--- config.mk ---
export PLATFORM = sky130hd
export DESIGN_NAME = uart_block_rx
export DESIGN_NICKNAME = d
export VERILOG_FILES = /design/src/rtl/uart_aes_pkg.sv /design/src/rtl/uart_byte_rx.sv /design/src/rtl/uart_block_rx.sv
export SDC_FILE = /design/constraint.sdc
export NUM_CORES = 1
export LEC_CHECK = 0
export CAP_MARGIN = 25
export CORE_ASPECT_RATIO = 0.7
export CORE_MARGIN = 3
export CORE_UTILIZATION = 54
export CTS_CLUSTER_SIZE = 40
export DETAILED_ROUTE_END_ITERATION = 7
export PLACE_DENSITY = 0.78
export SYNTH_ARGS = -nofsm -noshare
export SYNTH_HDL_FRONTEND = slang
export SYNTH_SLANG_ARGS = --single-unit
export TNS_END_PERCENT = 10
--- constraint.sdc ---
create_clock -name clk -period 2.5 [get_ports clk]
set_clock_uncertainty 0.2 [all_clocks]
set_input_delay 0.375 -clock clk [delete_from_list [all_inputs] [get_ports clk]]
set_output_delay 0.375 -clock clk [all_outputs]
set_load 0.005 [all_outputs]
--- src/rtl/uart_aes_pkg.sv ---
// -----------------------------------------------------------------------------
// uart_aes_pkg
// Shared constants and types for the UART link that carries 128-bit AES
// blocks between the encryption and decryption nodes. Both the block
// transmitter and the block receiver import this package.
//   BLOCK_BYTES / BLOCK_W     : block size in bytes / bits
//   DEFAULT_CLK_FREQ / _BAUD  : default clock (Hz) and line rate (bit/s)
//   rx_state_e                : byte receiver state encoding
// -----------------------------------------------------------------------------
package uart_aes_pkg;

   localparam int BLOCK_BYTES      = 16;
   localparam int BLOCK_W          = 8 * BLOCK_BYTES;
   localparam int DEFAULT_CLK_FREQ = 100_000_000;
   localparam int DEFAULT_BAUD     = 9600;

   typedef enum logic [1:0] {
      IDLE,
      START,
      DATA,
      STOP
   } rx_state_e;

endpackage

--- src/rtl/uart_byte_rx.sv ---
// -----------------------------------------------------------------------------
// uart_byte_rx
// Single-byte 8N1 receiver: 2-flop synchroniser, start/data/stop FSM.
// Ports:
//   clk, rst_n   : clock, asynchronous active-low reset
//   rxd          : asynchronous serial input (idles high)
//   rx_byte      : last assembled byte (valid while byte_stb is high)
//   byte_stb     : one-cycle pulse, byte received with a good stop bit
//   stop_err     : one-cycle pulse, stop bit sampled low
//   start_det    : combinational, falling edge seen while idle this cycle
//   active       : receiver is not in IDLE
// -----------------------------------------------------------------------------
module uart_byte_rx
   import uart_aes_pkg::*;
#(
   parameter int CLKS_PER_BIT = 16
) (
   input  logic       clk,
   input  logic       rst_n,
   input  logic       rxd,
   output logic [7:0] rx_byte,
   output logic       byte_stb,
   output logic       stop_err,
   output logic       start_det,
   output logic       active
);

   localparam int               CNT_W    = $clog2(CLKS_PER_BIT);
   localparam logic [CNT_W-1:0] CNT_LAST = CNT_W'(CLKS_PER_BIT - 1);
   localparam logic [CNT_W-1:0] CNT_HALF = CNT_W'(CLKS_PER_BIT / 2 - 1);

   logic [1:0]       sync_q, sync_d;
   logic             rxs_prev_q, rxs_prev_d;
   rx_state_e        state_q, state_d;
   logic [CNT_W-1:0] cnt_q, cnt_d;
   logic [2:0]       bit_q, bit_d;
   logic [7:0]       shift_q, shift_d;
   logic             byte_stb_q, byte_stb_d;
   logic             stop_err_q, stop_err_d;

   logic rxs;
   logic fall;

   assign rxs  = sync_q[1];
   assign fall = rxs_prev_q & ~rxs;

   always_comb begin
      sync_d     = {sync_q[0], rxd};
      rxs_prev_d = rxs;
      state_d    = state_q;
      cnt_d      = cnt_q + 1'b1;
      bit_d      = bit_q;
      shift_d    = shift_q;
      byte_stb_d = 1'b0;
      stop_err_d = 1'b0;
      case (state_q)
         IDLE: begin
            cnt_d = '0;
            if (fall) begin
               state_d = START;
            end
         end
         START: begin
            // Mid-start-bit check; a line that is high again was a glitch.
            if (cnt_q == CNT_HALF) begin
               cnt_d = '0;
               bit_d = '0;
               state_d = rxs ? IDLE : DATA;
            end
         end
         DATA: begin
            if (cnt_q == CNT_LAST) begin
               cnt_d   = '0;
               shift_d = {rxs, shift_q[7:1]};
               bit_d   = bit_q + 1'b1;
               if (bit_q == 3'd7) begin
                  state_d = STOP;
               end
            end
         end
         STOP: begin
            // Return to IDLE mid-stop-bit so an immediately following
            // start edge is not missed.
            if (cnt_q == CNT_LAST) begin
               state_d    = IDLE;
               byte_stb_d = rxs;
               stop_err_d = ~rxs;
            end
         end
         default: state_d = IDLE;
      endcase
   end

   always_ff @(posedge clk or negedge rst_n) begin
      if (!rst_n) begin
         sync_q     <= 2'b11;
         rxs_prev_q <= 1'b1;
         state_q    <= IDLE;
         cnt_q      <= '0;
         bit_q      <= '0;
         shift_q    <= '0;
         byte_stb_q <= 1'b0;
         stop_err_q <= 1'b0;
      end else begin
         sync_q     <= sync_d;
         rxs_prev_q <= rxs_prev_d;
         state_q    <= state_d;
         cnt_q      <= cnt_d;
         bit_q      <= bit_d;
         shift_q    <= shift_d;
         byte_stb_q <= byte_stb_d;
         stop_err_q <= stop_err_d;
      end
   end

   assign rx_byte   = shift_q;
   assign byte_stb  = byte_stb_q;
   assign stop_err  = stop_err_q;
   assign start_det = (state_q == IDLE) && fall;
   assign active    = (state_q != IDLE);

endmodule

--- src/rtl/uart_block_rx.sv ---
// -----------------------------------------------------------------------------
// uart_block_rx
// Receives 8N1 UART bytes and assembles NUM_BYTES consecutive bytes into one
// block (byte k -> data[8k+7:8k]) for the AES decrypt core.
// Ports:
//   clk, rst_n : clock, asynchronous active-low reset
//   rxd        : asynchronous serial input (idles high)
//   data       : last completely received block, held until the next one
//   valid      : one-cycle pulse when data has just been updated
//   frame_err  : one-cycle pulse on a bad stop bit (or inter-byte timeout)
//   busy       : byte in flight or block partially received
// Build option: define RX_TIMEOUT_EN to discard a partial block after an idle
// gap of TIMEOUT_BITS bit periods (reported through frame_err).
// -----------------------------------------------------------------------------
module uart_block_rx
   import uart_aes_pkg::*;
#(
   parameter int CLK_FREQ     = DEFAULT_CLK_FREQ,
   parameter int BAUD         = DEFAULT_BAUD,
   parameter int NUM_BYTES    = BLOCK_BYTES,
   parameter int TIMEOUT_BITS = 32
) (
   input  logic                   clk,
   input  logic                   rst_n,
   input  logic                   rxd,
   output logic [8*NUM_BYTES-1:0] data,
   output logic                   valid,
   output logic                   frame_err,
   output logic                   busy
);

   localparam int               CLKS_PER_BIT = CLK_FREQ / BAUD;
   localparam int               IDX_W        = $clog2(NUM_BYTES);
   localparam logic [IDX_W-1:0] IDX_LAST     = IDX_W'(NUM_BYTES - 1);

   logic [7:0] rx_byte;
   logic       byte_stb;
   logic       stop_err;
   logic       active;

   logic [IDX_W-1:0]              idx_q, idx_d;
   logic [NUM_BYTES-2:0][7:0]     slot_q, slot_d;
   logic [8*NUM_BYTES-1:0]        data_q, data_d;
   logic                          valid_q, valid_d;
   logic                          ferr_q, ferr_d;

`ifdef RX_TIMEOUT_EN
   localparam int               GAP_LIMIT = TIMEOUT_BITS * CLKS_PER_BIT;
   localparam int               GAP_W     = $clog2(GAP_LIMIT);
   localparam logic [GAP_W-1:0] GAP_LAST  = GAP_W'(GAP_LIMIT - 1);

   logic             start_det;
   logic [GAP_W-1:0] gap_q, gap_d;
`endif

   uart_byte_rx #(
      .CLKS_PER_BIT (CLKS_PER_BIT)
   ) u_byte_rx (
      .clk       (clk),
      .rst_n     (rst_n),
      .rxd       (rxd),
      .rx_byte   (rx_byte),
      .byte_stb  (byte_stb),
      .stop_err  (stop_err),
`ifdef RX_TIMEOUT_EN
      .start_det (start_det),
`else
      .start_det (),
`endif
      .active    (active)
   );

   always_comb begin
      slot_d = slot_q;
      for (int i = 0; i < NUM_BYTES - 1; i++) begin
         if (byte_stb && (idx_q == IDX_W'(i))) begin
            slot_d[i] = rx_byte;
         end
      end
   end

   always_comb begin
      idx_d   = idx_q;
      data_d  = data_q;
      valid_d = 1'b0;
      ferr_d  = 1'b0;
      if (byte_stb) begin
         if (idx_q == IDX_LAST) begin
            // Final byte goes straight into the top of data, not the buffer.
            data_d  = {rx_byte, slot_q};
            valid_d = 1'b1;
            idx_d   = '0;
         end else begin
            idx_d = idx_q + 1'b1;
         end
      end else if (stop_err) begin
         ferr_d = 1'b1;
         idx_d  = '0;
      end
`ifdef RX_TIMEOUT_EN
      // Gap counter only runs while idle inside a partial block; a start edge
      // in the expiry cycle wins over the timeout.
      gap_d = gap_q + 1'b1;
      if (active || byte_stb || start_det || (idx_q == '0)) begin
         gap_d = '0;
      end else if (gap_q == GAP_LAST) begin
         gap_d  = '0;
         idx_d  = '0;
         ferr_d = 1'b1;
      end
`endif
   end

   always_ff @(posedge clk or negedge rst_n) begin
      if (!rst_n) begin
         idx_q   <= '0;
         slot_q  <= '0;
         data_q  <= '0;
         valid_q <= 1'b0;
         ferr_q  <= 1'b0;
      end else begin
         idx_q   <= idx_d;
         slot_q  <= slot_d;
         data_q  <= data_d;
         valid_q <= valid_d;
         ferr_q  <= ferr_d;
      end
   end

`ifdef RX_TIMEOUT_EN
   always_ff @(posedge clk or negedge rst_n) begin
      if (!rst_n) begin
         gap_q <= '0;
      end else begin
         gap_q <= gap_d;
      end
   end
`endif

   assign data      = data_q;
   assign valid     = valid_q;
   assign frame_err = ferr_q;
   assign busy      = active || (idx_q != '0);

endmodule

==> reports/metrics.cfg, run 1 <==
[timing]
period_needed_ns=2.428
final_hold_viol_count=0
fmax_mhz=411.9
drv_slew=0
rsz0062_at_grt=no
tns_ns=0
setup_viol_count_final=0
slew_headroom_pct=34.57
tightest_slew_ns=0.9815
finalHoldWorstSlack_ns=0.05790
post-route-period-util_pct=97.12

[logic_synthesis]
ys_types=48
synth_nets=983
ys.flop_type=dfrtp_1
yosysSeqAreaShare_pct=64.30
synth_seq_cells=286
yosys_warnings=0
synth_enable_flop_cells=0
syn_avg_cell_area_um2=11.49
netlist_area_um2=11140
postSynthCellCount=969
async_flop_share_pct=100.0

[clocking]
htree_num_levels=1
cts_buffers=26
cts_tree=built
cts_sinks=286
clkTransAtPathRegs_ns=0.06
clk-insertion-delay-late_ns=0.52
clockBufferDepth=3
clock-root-buffer=clkbuf_16

[route]
detail-route-antenna-nets=0
firstDrtPassIters=5
vias=7431
drc=0
routedWlPerCell_um=17.61
drt_iter0_drc=707
avgViaCountPerCell=5.346
drt-total-wl_um=24470

[floorplan]
rows=43
initial_core_util_pct=55.65
die_h_um=126.2
die_w_um=177.6
fp.coreArea_um2=20010
ios=134
die_area_um2=22410

[final_layout]
nets=1114
area_growth_pct=22.97
final-instance-count-excl-fill=1390
final_util_pct=68.43
drive_above_1_share_pct=18.39
num_antenna_cells=0

[critical_path]
critical_path_arrival_ns=1.85
endpoint_kind=primary output
crit_type=flop to primary output
cp_max_fo=4
cp.required_ns=1.92
start_kind=flop

[global_routing]
grt_pass1_vias=7503
grt_start_max_net_pins=129
gr-total-overflow=0
grt_util_all_layers_pct=22.21
grt_pass1_wl_um=39910
antenna_found_initial=0

[place]
post-place-cells=1338
dpl.hpwl_um=14780
globalplace.congestion=0.8227
io_buffers=133

[min_path]
hold_path.class=input port to flop

[power_and_ir_drop]
power_leakage_nw=7.122
p_per_area_nw_per_um2=671.9
ir_drop_v=0.0004064
finalPower_mw=9.202

[status]
status=finished clean

[flow_run]
max_cap_viol_count=0

## synth_stat cells (2+ instances only)
| cell | count | share of area (%) |
|---|---|---|
| nor2b_1 | 4 | 0.22 |
| dfstp_2 | 3 | 0.71 |
| nand2b_1 | 3 | 0.17 |
| buf_2 | 3 | 0.13 |
| xor2_1 | 4 | 0.31 |
| xnor2_1 | 8 | 0.63 |
| clkbuf_1 | 41 | 1.4 |
| nand3_1 | 13 | 0.58 |
| nand2_1 | 391 | 13 |
| nor2_1 | 19 | 0.64 |
| inv_1 | 8 | 0.27 |
| and3_1 | 11 | 0.62 |
| nand4_1 | 5 | 0.28 |
| mux2_2 | 128 | 13 |
| nor3_1 | 2 | 0.090 |
| ha_1 | 11 | 1.2 |
| dfrtp_1 | 283 | 64 |
| o2bb2ai_1 | 2 | 0.16 |
## per-layer routing
layer | track usage (%) | wire length, µm
met1 | 34.31 | 11510
met2 | 33.51 | 11090
met3 | 3.797 | 1510
met4 | 4.661 | 363
met5 | 0 | 0
## worst max-delay path, stage by stage (launching register included)
cell and delay [ns]:
dfrtp_1 0.41, inv_1 0.11, ha_2 0.24, nand3_2 0.12, clkdlybuf4s50_1 0.47
## sequential cells by signal, indices dropped and copies added, names as in the netlist, named ones only
| register | flops |
|---|---|
| u_byte_rx.stop_err | 1 |
| idx_q | 4 |
| u_byte_rx.byte_stb | 1 |
| slot_q | 120 |
| data | 128 |
| u_byte_rx.state_q | 1 |
| valid | 1 |
| u_byte_rx.cnt_q | 14 |
| u_byte_rx.bit_q | 3 |
| u_byte_rx.rx_byte | 8 |
| frame_err | 1 |
| u_byte_rx.rxs_prev_q | 1 |
| u_byte_rx.sync_q | 2 |
## report_power, final
group / leakage [nW] / internal [mW] / switching (mW) / total, mW
clock: 0.420 / 2.25 / 1.64 / 3.90
combinational: 2.72 / 0.235 / 0.356 / 0.591
sequential: 3.98 / 4.68 / 0.0388 / 4.71
total: 7.12 / 7.16 / 2.04 / 9.20
## cell usage in the layout, fill, tap and decap left out, types with 2 or more instances in the layout
| cell | count |
|---|---|
| nand2_1 | 391 |
| dfrtp_1 | 282 |
| clkdlybuf4s50_1 | 132 |
| mux2_2 | 128 |
| clkbuf_16 | 27 |
| nor2_1 | 18 |
| nand3_1 | 12 |
| and3_1 | 11 |
| ha_1 | 9 |
| clkbuf_1 | 9 |
| clkbuf_8 | 9 |
| xnor2_1 | 8 |
| buf_4 | 8 |
| buf_12 | 6 |
| inv_1 | 5 |
| nand4_1 | 5 |
| xor2_1 | 4 |
| nor2b_1 | 4 |
| nand2b_1 | 3 |
| clkinv_2 | 3 |
| dfstp_2 | 3 |
| nand3_2 | 2 |
| inv_2 | 2 |
| o2bb2ai_1 | 2 |
| nor3_1 | 2 |
## what timing repair did
item	CTS	global route
setup buffers	2	1
endpoints found under the hold margin	244	0
setup endpoints to repair	1	10
hold buffers	1	0
resized for setup	5	3
pin swaps	0	1
## worst paths after layout
| path | startpoint | to | slack, ns | cells after the start |
|---|---|---|---|---|
| setup / recovery | flop | busy | 0.07 | 4 |
| hold / removal | rxd | u_byte_rx.sync_q[0] | 0.06 | 1 |
| setup reg to reg | u_byte_rx.cnt_q[0] | u_byte_rx.bit_q[0] | 0.22 | 6 |
| hold reg to reg | u_byte_rx.sync_q[0] | u_byte_rx.sync_q[1] | 0.17 | 0 |
| max in group asynchronous | rst_n | data[89] | 1.17 | 3 |
| min in group asynchronous | rst_n | data[64] | 0.13 | 2 |
## through the flow
stage / cell area, µm² / setup slack (ns)
5_1_grt: 13700 / 0.02974
6_report: 13700 / 0.07207
4_1_cts: 13680 / 0.02151
3_5_place_dp: 12790 / 0.2016
2_1_floorplan: 11140 / 0.3943
3_3_place_gp: 12790 / 0.2771
## layout make-up
| type | instances | area (µm²) |
|---|---|---|
| tap | 270 | 337.8 |
| clock inverter | 3 | 15.01 |
| multi-input combinational | 630 | 3789 |
| sequential | 286 | 7162 |
| fill | 1502 | 6319 |
| inverter | 8 | 32.53 |
| timing repair buffer | 148 | 1526 |
| clock buffer | 45 | 833.3 |
## logic make-up after synthesis
group	count (synthesis)	synth area share [%]
xor+xnor	12	0.9437
buf+inv	53	1.887
flops	286	64.30
compound gates	12	0.9437
simple gates	465	17.56
mux	130	13.13
fa+ha+maj	11	1.236
No activity file was read; power rests on OpenSTA's default activity.
==> run 2, diff against run 1 <==
--- a/config.mk
+++ b/config.mk
@@ -6,7 +6,6 @@
 export NUM_CORES = 1
 export LEC_CHECK = 0
 export CAP_MARGIN = 25
-export CORE_ASPECT_RATIO = 0.7
 export CORE_MARGIN = 3
 export CORE_UTILIZATION = 54
 export CTS_CLUSTER_SIZE = 40
==> constraint.sdc (replaced) <==
create_clock -name clk -period 2.8 [get_ports clk]
set_clock_uncertainty 0.2 [all_clocks]
set_input_delay 0.42 -clock clk [delete_from_list [all_inputs] [get_ports clk]]
set_output_delay 0.42 -clock clk [all_outputs]
set_load 0.005 [all_outputs]
==> run 2 against run 1 <==
Against the previous run:
- final cell count down 0.50%
- non-clock buffer count down 6
- sequential share of layout area down 0.19 points
- register-to-register slack better by 0.27 ns
- power down 6.8%
- core utilization up 0.82 points
- critical endpoint unchanged
==> reports/metrics.cfg, run 2 (synthesis results as in run 1) <==
[floorplan]
ios=134  ; unchanged
fp.coreArea_um2=19850  ; was 20010 µm²
die_h_um=149.6  ; was 126.2 µm
die_area_um2=22380  ; was 22410 µm²
die_w_um=149.6  ; was 177.6 µm
rows=51  ; was 43
initial_core_util_pct=56.12  ; was 55.65%

[critical_path]
cpMaxStageDelayCell=clkdlybuf4s50_1  ; unchanged
endpoint_kind=primary output  ; unchanged
slowest_delay_ns=0.53  ; was 0.47 ns
crit_type=flop to primary output  ; unchanged
crit_chain=inv_1 -> ha_1 -> nand3_1 -> clkdlybuf4s50_1  ; was inv_1 -> ha_2 -> nand3_2 -> clkdlybuf4s50_1
path_delay_family=buffers and inverters  ; unchanged
cp_max_fo=5  ; was 4
start_kind=flop  ; unchanged
cp.required_ns=2.18  ; was 1.92 ns
critical_path_arrival_ns=2.01  ; was 1.85 ns
critical_path_buf_inv_count=2  ; unchanged

[timing]
tns_ns=0  ; unchanged
setup_viol_count_final=0  ; unchanged
fmax_mhz=379.7
drv_slew=0  ; unchanged
post-route-period-util_pct=94.06
tightest_slew_ns=0.9643  ; was 0.9815 ns
slew_headroom_pct=35.71  ; was 34.57%
finalHoldWorstSlack_ns=0.1257  ; was 0.05790 ns
period_needed_ns=2.634
final_hold_viol_count=0  ; unchanged
rsz0062_at_grt=no  ; unchanged

[final_layout]
final-instance-count-excl-fill=1383  ; was 1390
nets=1110  ; was 1114
mostFrequentLayoutCells=nand2_1 (391), dfrtp_1 (283), clkdlybuf4s50_1 (132)  ; was nand2_1 (391), dfrtp_1 (282), clkdlybuf4s50_1 (132)
nFillCells=1412  ; was 1502
area_growth_pct=23.39  ; was 22.97%
num_antenna_cells=0  ; unchanged
drive_above_1_share_pct=17.89  ; was 18.39%
layout_commonest_cell=nand2_1  ; unchanged
final_util_pct=69.25  ; was 68.43%
fin_area_um2=13740  ; was 13700 µm²
largest_reg_flops=128  ; unchanged

[place]
io_buffers=133  ; unchanged
globalplace.congestion=0.8488  ; was 0.8227
dpl.hpwl_um=14450  ; was 14780 µm
placed_cell_area_um2=12760  ; was 12790 µm²
post-place-cells=1330  ; was 1338

[global_routing]
grt_start_max_net_pins=129  ; unchanged
grt_util_all_layers_pct=21.86  ; was 22.21%
gr-total-overflow=0  ; unchanged
grt_pass1_wl_um=39400  ; was 39910 µm
grt_pass1_vias=7574  ; was 7503
antenna_found_initial=0  ; unchanged

[route]
routedWlPerCell_um=17.22  ; was 17.61 µm
avgViaCountPerCell=5.294  ; was 5.346
drt_iter0_drc=375  ; was 707
vias=7322  ; was 7431
detail-route-antenna-nets=0  ; unchanged
drt-total-wl_um=23820  ; was 24470 µm
drc=0  ; unchanged
firstDrtPassIters=4  ; was 5

[clocking]
htree_num_levels=1  ; unchanged
clockBufferDepth=3  ; unchanged
cts_sinks=286  ; unchanged
clkTransAtPathRegs_ns=0.06  ; about the same
clock-root-buffer=clkbuf_16  ; unchanged
clk-insertion-delay-late_ns=0.53  ; was 0.52 ns
cts_buffers=28  ; was 26
cts_tree=built  ; unchanged

[flow_run]
max_cap_viol_count=0  ; unchanged

[min_path]
hold_path.class=input port to flop  ; unchanged

[power_and_ir_drop]
power_leakage_nw=7.142  ; was 7.122 nW
ir_drop_v=0.0004042  ; was 0.0004064 V
p_per_area_nw_per_um2=624.0  ; was 671.9 nW/µm²

[status]
status=finished clean  ; unchanged

-- run 2: where the power goes --
group	internal, mW	switching [mW]	total (mW)
Sequential	4.18	0.0352	4.21
Clock	2.33	1.54	3.87
Combinational	0.190	0.303	0.493
Total	6.70	1.87	8.58
-- run 2: per-stage QoR --
stage          worst slack [ns]  power [mW]
5_1_grt                 0.04683       8.895
4_1_cts                  0.1448       8.639
6_report                 0.1663       8.576
3_3_place_gp             0.5830       4.769
2_1_floorplan            0.6943       4.616
3_5_place_dp             0.4975       4.787
-- run 2: path summary, 6_finish.rpt --
check	cells after the start	endpoint	slack, ns	from
setup / recovery	4	busy	0.17	idx_q[0]
hold / removal	1	u_byte_rx.sync_q[0]	0.13	rxd
setup reg to reg	6	u_byte_rx.cnt_q[4]	0.49	u_byte_rx.cnt_q[0]
hold reg to reg	0	u_byte_rx.sync_q[1]	0.16	u_byte_rx.sync_q[0]
max in group asynchronous	3	u_byte_rx.sync_q[1]	1.42	rst_n
min in group asynchronous	2	data[53]	0.23	rst_n
-- run 2: cell type report --
type | count | area [µm²] | area share, %
Sequential cell | 286 | 7161 | 52.11
Multi-Input combinational cell | 630 | 3766 | 27.41
Timing Repair Buffer | 142 | 1481 | 10.78
Clock buffer | 41 | 830.8 | 6.046
Tap cell | 265 | 331.6 | 2.413
Clock inverter | 11 | 138.9 | 1.011
Inverter | 8 | 32.53 | 0.2367
-- run 2: repair_timing --
item	in CTS	in global routing
resized for setup	0	0
endpoints found under the setup margin	0	0
hold buffers	1	0
hold endpoints to repair	60	0
buffers inserted	0	0
-- run 2: per-layer routing --
| layer | vias to the layer above | track usage, % | part of all wire (%) |
|---|---|---|---|
| li1 | 3389 | - | - |
| met1 | 3720 | 31.43 | 44 |
| met2 | 188 | 36.65 | 49 |
| met3 | 25 | 2.756 | 5.0 |
| met4 | 0 | 4.165 | 1.1 |
| met5 | - | 0 | 0 |
==> run 3, diff against run 2 <==
--- a/config.mk
+++ b/config.mk
@@ -10,6 +10,7 @@
 export CORE_UTILIZATION = 54
 export CTS_CLUSTER_SIZE = 40
 export DETAILED_ROUTE_END_ITERATION = 7
+export HOLD_SLACK_MARGIN = 0.15
 export PLACE_DENSITY = 0.78
 export SYNTH_ARGS = -nofsm -noshare
 export SYNTH_HDL_FRONTEND = slang
==> run 3 against run 2 <==
Against the previous run:
- sequential share of layout area barely moved
- sequential cell count did not move
- non-clock buffer count rose by 1
- largest power group unchanged
- setup slack improved by 0.0035 ns
- routed wire length barely moved
- clock power barely moved
- sequential power barely moved
- final cell count barely moved
- combinational power barely moved
- maximum frequency rose by 0.13%
- clock-buffer cell count did not move
- hold slack improved by 0.031 ns
- largest cell class unchanged
==> reports/metrics.cfg, run 3 (synthesis results as in run 1) <==
[route]
drt-total-wl_um=23830  ; was 23820 µm
vias=7332  ; was 7322
avgViaCountPerCell=5.298  ; was 5.294
drt_iter0_drc=323  ; was 375
routedWlPerCell_um=17.22  ; about the same
detail-route-antenna-nets=0  ; unchanged
drc=0  ; unchanged
firstDrtPassIters=4  ; unchanged

[floorplan]
rows=51  ; unchanged
die_w_um=149.6  ; unchanged
fp.coreArea_um2=19850  ; unchanged
ios=134  ; unchanged
die_h_um=149.6  ; unchanged
initial_core_util_pct=56.12  ; unchanged
die_area_um2=22380  ; unchanged

[timing]
period_needed_ns=2.630  ; was 2.634 ns
setup_ws_ns=0.1698  ; was 0.1663 ns
rsz0062_at_grt=no  ; unchanged
tns_ns=0  ; unchanged
setup_viol_count_final=0  ; unchanged
slew_headroom_pct=35.16  ; was 35.71%
post-route-period-util_pct=93.94  ; was 94.06%
tightest_slew_ns=0.9726  ; was 0.9643 ns
final_hold_viol_count=0  ; unchanged
drv_slew=0  ; unchanged
fmax_mhz=380.2  ; was 379.7 MHz

[flow_run]
max_cap_viol_count=0  ; unchanged

[global_routing]
grt_start_max_net_pins=129  ; unchanged
grt_util_all_layers_pct=21.86  ; unchanged
gr-total-overflow=0  ; unchanged
grt_pass1_vias=7577  ; was 7574
antenna_found_initial=0  ; unchanged
grt_pass1_wl_um=39400  ; unchanged

[clocking]
postCtsSetupRepairBufs=0  ; unchanged
cts_buffers=28  ; unchanged
cts_sinks=286  ; unchanged
postCtsHoldBufs=2  ; was 1
clkTransAtPathRegs_ns=0.06  ; about the same
cts-resized-gates=0  ; unchanged
cts_tree=built  ; unchanged
htree_num_levels=1  ; unchanged
clock-root-buffer=clkbuf_16  ; unchanged
clockBufferDepth=3  ; unchanged
clk-insertion-delay-late_ns=0.53  ; about the same

[final_layout]
nets=1111  ; was 1110
fin_area_um2=13750  ; was 13740 µm²
largest_reg_flops=128  ; unchanged
layout_commonest_cell=nand2_1  ; unchanged
area_growth_pct=23.48  ; was 23.39%
drive_above_1_share_pct=17.87  ; was 17.89%
mostFrequentLayoutCells=nand2_1 (391), dfrtp_1 (283), clkdlybuf4s50_1 (132)  ; unchanged
final_util_pct=69.30  ; was 69.25%
num_antenna_cells=0  ; unchanged

[place]
globalplace.congestion=0.8488  ; unchanged
placed_cell_area_um2=12760  ; unchanged
dpl.hpwl_um=14450  ; unchanged
io_buffers=133  ; unchanged
dp_slack_ns=0.4975  ; unchanged

[critical_path]
start_kind=flop  ; unchanged
endpoint_kind=primary output  ; unchanged
crit_type=flop to primary output  ; unchanged
cp_max_fo=5  ; unchanged
critical_path_arrival_ns=2.01  ; about the same
cp.required_ns=2.18  ; about the same

[power_and_ir_drop]
power_leakage_nw=7.146  ; was 7.142 nW
p_per_area_nw_per_um2=623.7  ; was 624.0 nW/µm²
ir_drop_v=0.0004046  ; was 0.0004042 V

[status]
status=finished clean  ; unchanged

[min_path]
hold_path.class=flop to flop  ; was input port to flop

-- run 3: cell types whose count changed in the layout (fill, tap and decap cells not counted) --
cell	change
dlygate4sd3_1	+1
-- run 3: path summary, 6_finish.rpt --
kind,slack [ns],from,cells after the start,to
hold reg to reg,0.16,u_byte_rx.sync_q[0],0,u_byte_rx.sync_q[1]
min in group asynchronous,0.23,rst_n,2,data[53]
max in group asynchronous,1.43,rst_n,3,u_byte_rx.sync_q[1]
setup reg to reg,0.48,u_byte_rx.cnt_q[0],6,u_byte_rx.cnt_q[4]
setup / recovery,0.17,idx_q[0],4,busy
hold / removal,0.16,u_byte_rx.sync_q[0],0,u_byte_rx.sync_q[1]
-- run 3: per-stage QoR --
step | power (mW) | hold WS (ns) | std cells
after floorplan | 4.616 | -0.07559 | 969
after global placement | 4.769 | 0.1457 | 1330
after detailed placement | 4.787 | 0.1472 | 1330
after CTS | 8.640 | 0.1569 | 1384
after global routing | 8.896 | 0.1603 | 1384
final | 8.578 | 0.1564 | 1384
-- run 3: cell type report --
| class | instances | area (µm²) |
|---|---|---|
| repair buffers | 143 | 1491 |
| flip-flops and latches | 286 | 7161 |
| clock buffers | 41 | 830.8 |
| clock inverters | 11 | 138.9 |
| fillers | 1411 | 6093 |
| inverters | 8 | 32.53 |
| well taps | 265 | 331.6 |
| multi-input cells | 630 | 3766 |
-- run 3: critical path, cell delays in order (launching register included) --
cell and delay, ns:
dfrtp_1 0.42, inv_1 0.11, ha_1 0.27, nand3_1 0.14, clkdlybuf4s50_1 0.53
-- run 3: layer usage --
| metal | global-route usage [%] | part of all wire [%] |
|---|---|---|
| met3 | 2.756 | 4.9 |
| met5 | 0 | 0 |
| met1 | 31.43 | 45 |
| met2 | 36.65 | 49 |
| met4 | 4.165 | 1.1 |
-- run 3: report_power, final --
| group | internal (mW) | switching, mW | total [mW] | leakage (nW) |
|---|---|---|---|---|
| logic | 0.191 | 0.302 | 0.493 | 2.69 |
| clock network | 2.33 | 1.54 | 3.87 | 0.474 |
| registers | 4.18 | 0.0354 | 4.21 | 3.98 |
| total | 6.70 | 1.88 | 8.58 | 7.15 |
